### config.mk
export PLATFORM = sky130hd
export DESIGN_NAME = control_write
export DESIGN_NICKNAME = d
export VERILOG_FILES = /design/src/rtl/control_pkg.sv /design/src/rtl/control_decode.sv /design/src/rtl/control_write.sv
export SDC_FILE = /design/constraint.sdc
export NUM_CORES = 1
export LEC_CHECK = 0
export ABC_AREA = 0
export BUFFER_PORTS_ARGS = -buffer_cell sky130_fd_sc_hd__buf_2
export CORE_AREA = 2 2 45 51
export CTS_CLUSTER_SIZE = 8
export DETAILED_ROUTE_END_ITERATION = 8
export DIE_AREA = 0 0 47 53
export PLACE_DENSITY = 0.74
export SYNTH_ARGS = -nofsm -noshare
export SYNTH_HDL_FRONTEND = slang
export SYNTH_SLANG_ARGS = --single-unit
### constraint.sdc
create_clock -name clock -period 2.3 [get_ports clock]
set_input_delay 0.46 -clock clock [delete_from_list [all_inputs] [get_ports clock]]
set_output_delay 0.46 -clock clock [all_outputs]
set_load 0.05 [all_outputs]
### src/rtl/control_pkg.sv
// Shared write-back control definitions: opcodes, FSM states, op classes.
package control_pkg;

    localparam logic [3:0] I_LOAD  = 4'd0;
    localparam logic [3:0] I_STOP  = 4'd1;
    localparam logic [3:0] I_STORE = 4'd2;
    localparam logic [3:0] I_ADD   = 4'd4;
    localparam logic [3:0] I_SUB   = 4'd6;
    localparam logic [3:0] I_NAND  = 4'd8;
    localparam logic [3:0] I_NOP   = 4'd10;
    localparam logic [2:0] I_SHIFT = 3'd3;
    localparam logic [2:0] I_ORI   = 3'd7;

    localparam logic [1:0] R1 = 2'd1;

    typedef enum logic [1:0] {
        RUN      = 2'd0,
        WAIT_MEM = 2'd1,
        HALT     = 2'd2
    } state_t;

    typedef struct packed {
        logic alu;
        logic shift;
        logic ori;
        logic load;
        logic store;
        logic stop;
        logic nop;
    } op_class_t;

endpackage

### src/rtl/control_decode.sv
// One-hot opcode classifier; 3-bit shift/ori patterns win over 4-bit opcodes.
module control_decode
    import control_pkg::*;
(
    input  logic [3:0] opcode,
    output op_class_t  cls
);

    always_comb begin
        cls = '0;
        unique case (1'b1)
            opcode[2:0] == I_SHIFT: cls.shift = 1'b1;
            opcode[2:0] == I_ORI:   cls.ori   = 1'b1;
            opcode == I_LOAD:       cls.load  = 1'b1;
            opcode == I_STOP:       cls.stop  = 1'b1;
            opcode == I_STORE:      cls.store = 1'b1;
            opcode == I_ADD,
            opcode == I_SUB,
            opcode == I_NAND:       cls.alu   = 1'b1;
            opcode == I_NOP:        cls.nop   = 1'b1;
            default:                cls.nop   = 1'b1;
        endcase
    end

endmodule

### src/rtl/control_write.sv
// Write-back stage controller: strobes, load stall/timeout, halt latch.
// Optional CONTROL_WRITE_PERF_EN adds a 16-bit retired-instruction counter.
module control_write
    import control_pkg::*;
#(
    parameter int MEM_TIMEOUT = 15
) (
    input  logic       clock,
    input  logic       reset,
    input  logic       en_write,
    input  logic [7:0] instr,
    input  logic       mem_valid,
    output logic       rf_write,
    output logic [1:0] rf_waddr,
    output logic       wb_sel,
    output logic       flag_load,
    output logic       mem_write,
    output logic       stall,
    output logic       halted,
    output logic       mem_err
`ifdef CONTROL_WRITE_PERF_EN
    ,
    output logic [15:0] retire_count
`endif
);

    state_t     state;
    op_class_t  cls;
    logic [7:0] cnt;
    logic [1:0] rx_q;
    logic [1:0] rx;
    logic       unused_bits;

    assign rx          = instr[7:6];
    assign unused_bits = ^instr[5:4];

    control_decode u_decode (
        .opcode (instr[3:0]),
        .cls    (cls)
    );

    always_comb begin
        rf_write  = 1'b0;
        rf_waddr  = 2'd0;
        wb_sel    = 1'b0;
        flag_load = 1'b0;
        mem_write = 1'b0;
        stall     = 1'b0;
        if (!reset) begin
            unique case (state)
                RUN: if (en_write) begin
                    unique case (1'b1)
                        cls.alu, cls.shift: begin
                            rf_write  = 1'b1;
                            rf_waddr  = rx;
                            flag_load = 1'b1;
                        end
                        cls.ori: begin
                            rf_write  = 1'b1;
                            rf_waddr  = R1;
                            flag_load = 1'b1;
                        end
                        cls.load: begin
                            if (mem_valid) begin
                                rf_write = 1'b1;
                                rf_waddr = rx;
                                wb_sel   = 1'b1;
                            end else begin
                                stall = 1'b1;
                            end
                        end
                        cls.store: mem_write = 1'b1;
                        cls.stop:  stall = 1'b1;
                        default: ;
                    endcase
                end
                WAIT_MEM: begin
                    if (mem_valid) begin
                        rf_write = 1'b1;
                        rf_waddr = rx_q;
                        wb_sel   = 1'b1;
                    end else begin
                        stall = 1'b1;
                    end
                end
                HALT: stall = 1'b1;
                default: ;
            endcase
        end
    end

    // A timeout of 1 leaves only the issuing cycle to catch the data.
    always_ff @(posedge clock or posedge reset) begin
        if (reset) begin
            state   <= RUN;
            cnt     <= 8'd0;
            rx_q    <= 2'd0;
            halted  <= 1'b0;
            mem_err <= 1'b0;
        end else begin
            unique case (state)
                RUN: if (en_write) begin
                    if (cls.load && !mem_valid) begin
                        rx_q <= rx;
                        cnt  <= 8'd0;
                        if (MEM_TIMEOUT == 1) begin
                            state   <= HALT;
                            halted  <= 1'b1;
                            mem_err <= 1'b1;
                        end else begin
                            state <= WAIT_MEM;
                        end
                    end else if (cls.stop) begin
                        state  <= HALT;
                        halted <= 1'b1;
                    end
                end
                WAIT_MEM: begin
                    if (mem_valid) begin
                        state <= RUN;
                    end else if (cnt == 8'(MEM_TIMEOUT - 2)) begin
                        state   <= HALT;
                        halted  <= 1'b1;
                        mem_err <= 1'b1;
                    end else begin
                        cnt <= cnt + 8'd1;
                    end
                end
                HALT: ;
                default: state <= RUN;
            endcase
        end
    end

`ifdef CONTROL_WRITE_PERF_EN
    logic retire;

    assign retire = !reset &&
        ((state == RUN && en_write && !(cls.load && !mem_valid)) ||
         (state == WAIT_MEM && mem_valid));

    always_ff @(posedge clock or posedge reset) begin
        if (reset)
            retire_count <= 16'd0;
        else if (retire)
            retire_count <= retire_count + 16'd1;
    end
`endif

endmodule

* Yosys cells after proc, flatten, opt, wreduce, memory -nomap -nowiden
Cells that the tools add are included.
** Cells by class
- Equal/unequal tests :: 19
- Reduce and logical (&&, ||, !) cells :: 13
- $add $sub $neg :: 1
- Multiplexer cells :: 51
- Bitwise logic cells :: 2
** Operators by type and width (count)
- $mux W8 :: 4
- $mux W1 :: 28
- $mux W2 :: 9
- $pmux W8 S2 :: 1
- $ne A2 B2 Y1 const B :: 7
- $pmux W2 S3 :: 2
- $pmux W1 S2 :: 5
- $add A8 B1 Y8 const B :: 1
- $eq A4 B3 Y1 const B :: 2
- $eq A8 B4 Y1 const B :: 1
- $ne A3 B3 Y1 const B :: 2
- $reduce_and A3 Y1 :: 2
- $reduce_and A6 Y1 :: 1
- $reduce_or A3 Y1 :: 2
- $reduce_and A5 Y1 :: 1
- $eq A4 B1 Y1 const B :: 1
- $eq A4 B2 Y1 const B :: 1
- $eq A4 B4 Y1 const B :: 1
- $logic_not A4 Y1 :: 1
- $pmux W2 S2 :: 1
- $reduce_and A4 Y1 :: 1
- $eq A3 B2 Y1 const B :: 1
- $eq A3 B3 Y1 const B :: 1
- $pmux W1 S3 :: 1
- other kinds (8) :: 9
** Word-level totals
- Flip-flop bits (word level) :: 14
- Word-level logic and storage cells :: 91

* Longest topological paths before layout
- Depth in word-level cells :: 8
- Gate-level depth with buffers :: 7
- Gate-level depth less buffers :: 6

* Hierarchy
From an unflattened synthesis, not the netlist that was laid out.
** Unflattened totals
- Cells, all modules :: 110
- Area, all modules :: 1052.3 um^2
** By module, submodules not included
- control_write :: cells an instance 98, sequential area each 350.3 um^2, instances 1, area an instance 960.9 um^2
- control_decode :: cells an instance 12, sequential area each 0.0 um^2, instances 1, area an instance 91.3 um^2

* Worst setup path after synthesis
OpenSTA, ideal clock, no wires.
- Path type :: input -> output
- From :: input port instr[1]
- To :: output port rf_write
- Cell stages on the path :: 5
- Arrival :: 2482 ps
- Data required time :: 1840 ps
- Path slack :: -642 ps
- Cell sequence :: buf_6 or4_4 nor2_1 o21ai_0 a211oi_1
** Between the ends
- Cells in the longest elaborated chain, start to end :: 8
- Elaborated cells on any way between the ends :: 16
** RTL lines
- start: declaration :: RTL line control_write.sv:11 : input logic [7:0] instr,
- $eq A4 B4 Y1 (tied with other cells) :: RTL line control_decode.sv:19 : opcode == I_NAND: cls.alu = 1'b1;
- $reduce_or A3 Y1 :: RTL line control_decode.sv:11 : unique case (1'b1)
- $mux W1 :: RTL line control_decode.sv:11
- $reduce_or A3 Y1 (no source line)
- $pmux W1 S2 (*) :: RTL line control_write.sv:52 : unique case (1'b1)
- $mux W1 (*) :: RTL line control_write.sv:51 : RUN: if (en_write) begin
- $pmux W1 S2 (*) :: RTL line control_write.sv:50 : unique case (state)
- $mux W1 (*) :: RTL line control_write.sv:49 : if (!reset) begin
- end: declaration :: RTL line control_write.sv:13 : output logic rf_write,
Every way passes the cells marked *; elsewhere a longest branch is shown, timed or not.

* Final worst setup path
- From :: register state[0]
- To :: output port rf_write
** Between the ends
- Cells in the longest elaborated chain, start to end :: 3
- Elaborated cells on any way between the ends :: 4
** RTL lines
- start: declaration :: RTL line control_write.sv:27 : state_t state;
- start signal: assignment :: RTL line control_write.sv:95 : state <= RUN;
- start signal: assignment :: RTL line control_write.sv:107 : state <= HALT;
- start signal: assignment :: RTL line control_write.sv:111 : state <= WAIT_MEM;
- $eq A2 B1 Y1 or $logic_not A2 Y1 (tied branches) :: RTL line control_write.sv:50
- $pmux W1 S2 (*) :: RTL line control_write.sv:50
- $mux W1 (*) :: RTL line control_write.sv:49
Marked as above.

==> results.cfg <==
[layout]
stdcell_count = 177
fillers = 159
multi_input_comb_area_um2 = 651
drive_above_1_share_pct = 38.9
nets = 164
antenna_cells = 0
seq_area_um2 = 350
area_growth_pct = 34.8

[timing]
hold_viol = 0
timing.fmax_ghz = 0.433
tightest_slew_ns = 0.361
setup_viol = 1
timing.final.max_slew_violations = 0
relSlewSlack_pct = 75.3
layout_min_cycle_time_ns = 2.31
fin_skew_ns = 0.00257
final.period_utilization_pct = 100
timing.final.ws_setup_ns = -0.00769
grt_setup_unrepaired = yes

[setup_path]
path_class = register to primary output
worstSetupEndpointType = primary output
cp_max_fo = 4
cp.required_ns = 1.84
worstPathArrival_ns = 1.85
r2r_start = state[1]
rr_endpoint = cnt[6]
start_kind = register
reg2reg_slack_ns = 0.13
worst_r2r_path_depth = 6

[outcome]
violations = negative setup slack
outcome = finished, violations left

[synth]
synth_edf_count = 0
syn-num-nets = 131
syn_area_um2 = 995
ys.flop_type = dfrtp_1
synth_area_leader_cell = dfrtp_1
synth.ff_latch_count = 14
synth_cell_types = 42
yosys_warnings = 0
synth_commonest_cells = 14 x dfrtp_1, 13 x nand2_1, 8 x nor2_1
syn_inst = 117
ys_top_cells_by_area = dfrtp_1 35%, nand2_1 4.9%, nand3_1 3.0%
syn_area_per_cell_um2 = 8.50
async_reset_ff_share_pct = 100
ys_seq_area_share_pct = 35.2
synth_most_common_cell = dfrtp_1
synth_top_area_share_pct = 35.2

[power_and_ir_drop]
p_total_uw = 845
peakVddDrop_mv = 0.446
p_leak_uw = 0.000605
p_per_area_nw_per_um2 = 630

[drt]
antenna_left = 0
wl_mm = 2.57
route.detailed.drc = 0
drt_first_pass_iters = 4
via_count = 1050
viasPerCell = 5.93
drtIter0Drc = 14
wl_per_cell_um = 14.5

[placed_design]
io_buffers = 18
place.gp.congestion = 0.783
dp_hpwl_mm = 1.95
dp_cells = 170

[die]
die_y_um = 53
chipWidth_um = 47
start_util_pct = 50.8
die-area_um2 = 2490
coreArea_um2 = 1960
ios = 21
num_rows = 17

[grt]
grt_pass1_wl_mm = 4.04
grt_pass1_vias = 935
grtUsageTotal_pct = 24.0
overflow = 0
grt_max_degree = 15
antenna_found_initial = 0

[clocking]
clkLatencyLatePin_ns = 0.29
clkSlewWorstSetupHoldPaths_ns = 0.09
root_buffer = clkbuf_4
htreeDepth = 1
cts.path.max_buffers = 2
cts_tree = done
cts_buffers = 3
cts.sink_count = 14

[hold_path]
min_path_type = input port to asynchronous set/reset pin

[job]
max_cap_viol_count = 0
[metal layers]
layer | track usage (%) | routed length [um]
met2 | 42.5 | 1380
met5 | 0 | 0
met3 | 2.05 | 117
met1 | 27.7 | 1030
met4 | 12.5 | 51
[kinds of logic after synthesis]
logic type	synth area share [%]
compound gates	24.4
fa+ha+maj	2.52
flops	35.2
simple gates	31.7
buf+inv	6.16
[layout make-up]
cell class | count | area share, %
inverters | 5 | 1.40
repair buffers | 36 | 18.7
well taps | 28 | 2.61
multi-input cells | 90 | 48.5
flip-flops and latches | 14 | 26.1
clock buffers | 4 | 2.71
[power by group]
| part | switching (uW) | leakage, uW | internal [uW] |
|---|---|---|---|
| sequential | 39.0 | 0.000184 | 282 |
| combinational | 195 | 0.000399 | 149 |
| clock | 84.2 | 0.0000210 | 96.5 |
[layout by cell type, fill, tap and decap left out, drive strengths merged, types with 3 or more instances in the layout]
cell	n
nor3b	4
o21ai	4
o211ai	3
nor3	3
nand2	13
a211oi	4
inv	5
nor2	8
or4	4
clkbuf	4
nor2b	3
buf	36
a21oi	3
nand3	6
dfrtp	14
[flip-flops by register name, summed over array words and instances (netlist names)]
register,cells
halted,1
mem_err,1
cnt,8
state,2
rx_q,2
[through the flow]
stage	utilization [%]	TNS (ns)	cell area (um^2)	setup slack (ns)	hold slack [ns]
2_1_floorplan	-	-0.354	1040	-0.203	0.354
3_3_place_gp	63.2	0	1240	0.0121	0.448
3_5_place_dp	63.2	-0.00115	1240	-0.00115	0.458
4_1_cts	67.9	0	1330	0.00670	0.300
5_1_grt	68.5	-0.154	1340	-0.0670	0.319
6_report	68.5	-0.00769	1340	-0.00769	0.304
[worst max path at each step]
stage | start | end | depth (start not counted) | slack (ns)
floorplan | instr[1] | rf_write | 5 | -0.20
global placement | instr[0] | rf_write | 6 | 0.01
detailed placement | en_write | rf_waddr[0] | 6 | -0.001
CTS | state[0] | rf_write | 5 | 0.007
global route | state[1] | rf_waddr[1] | 5 | -0.07
finish | state[0] | rf_write | 5 | -0.008
[critical path, stage by stage, from the launching register on]
cell and delay, ns:
dfrtp_1 0.43, or3b_4 0.44, buf_6 0.14, a21o_1 0.15, a211oi_2 0.20, buf_6 0.19
[repair_timing]
item	4_1_cts	5_1_grt
setup endpoints to repair	3	4
pin swaps	4	0
buffers inserted	3	0
resized for setup	11	4
hold buffers	0	0
(Power assumes the default switching activity.)
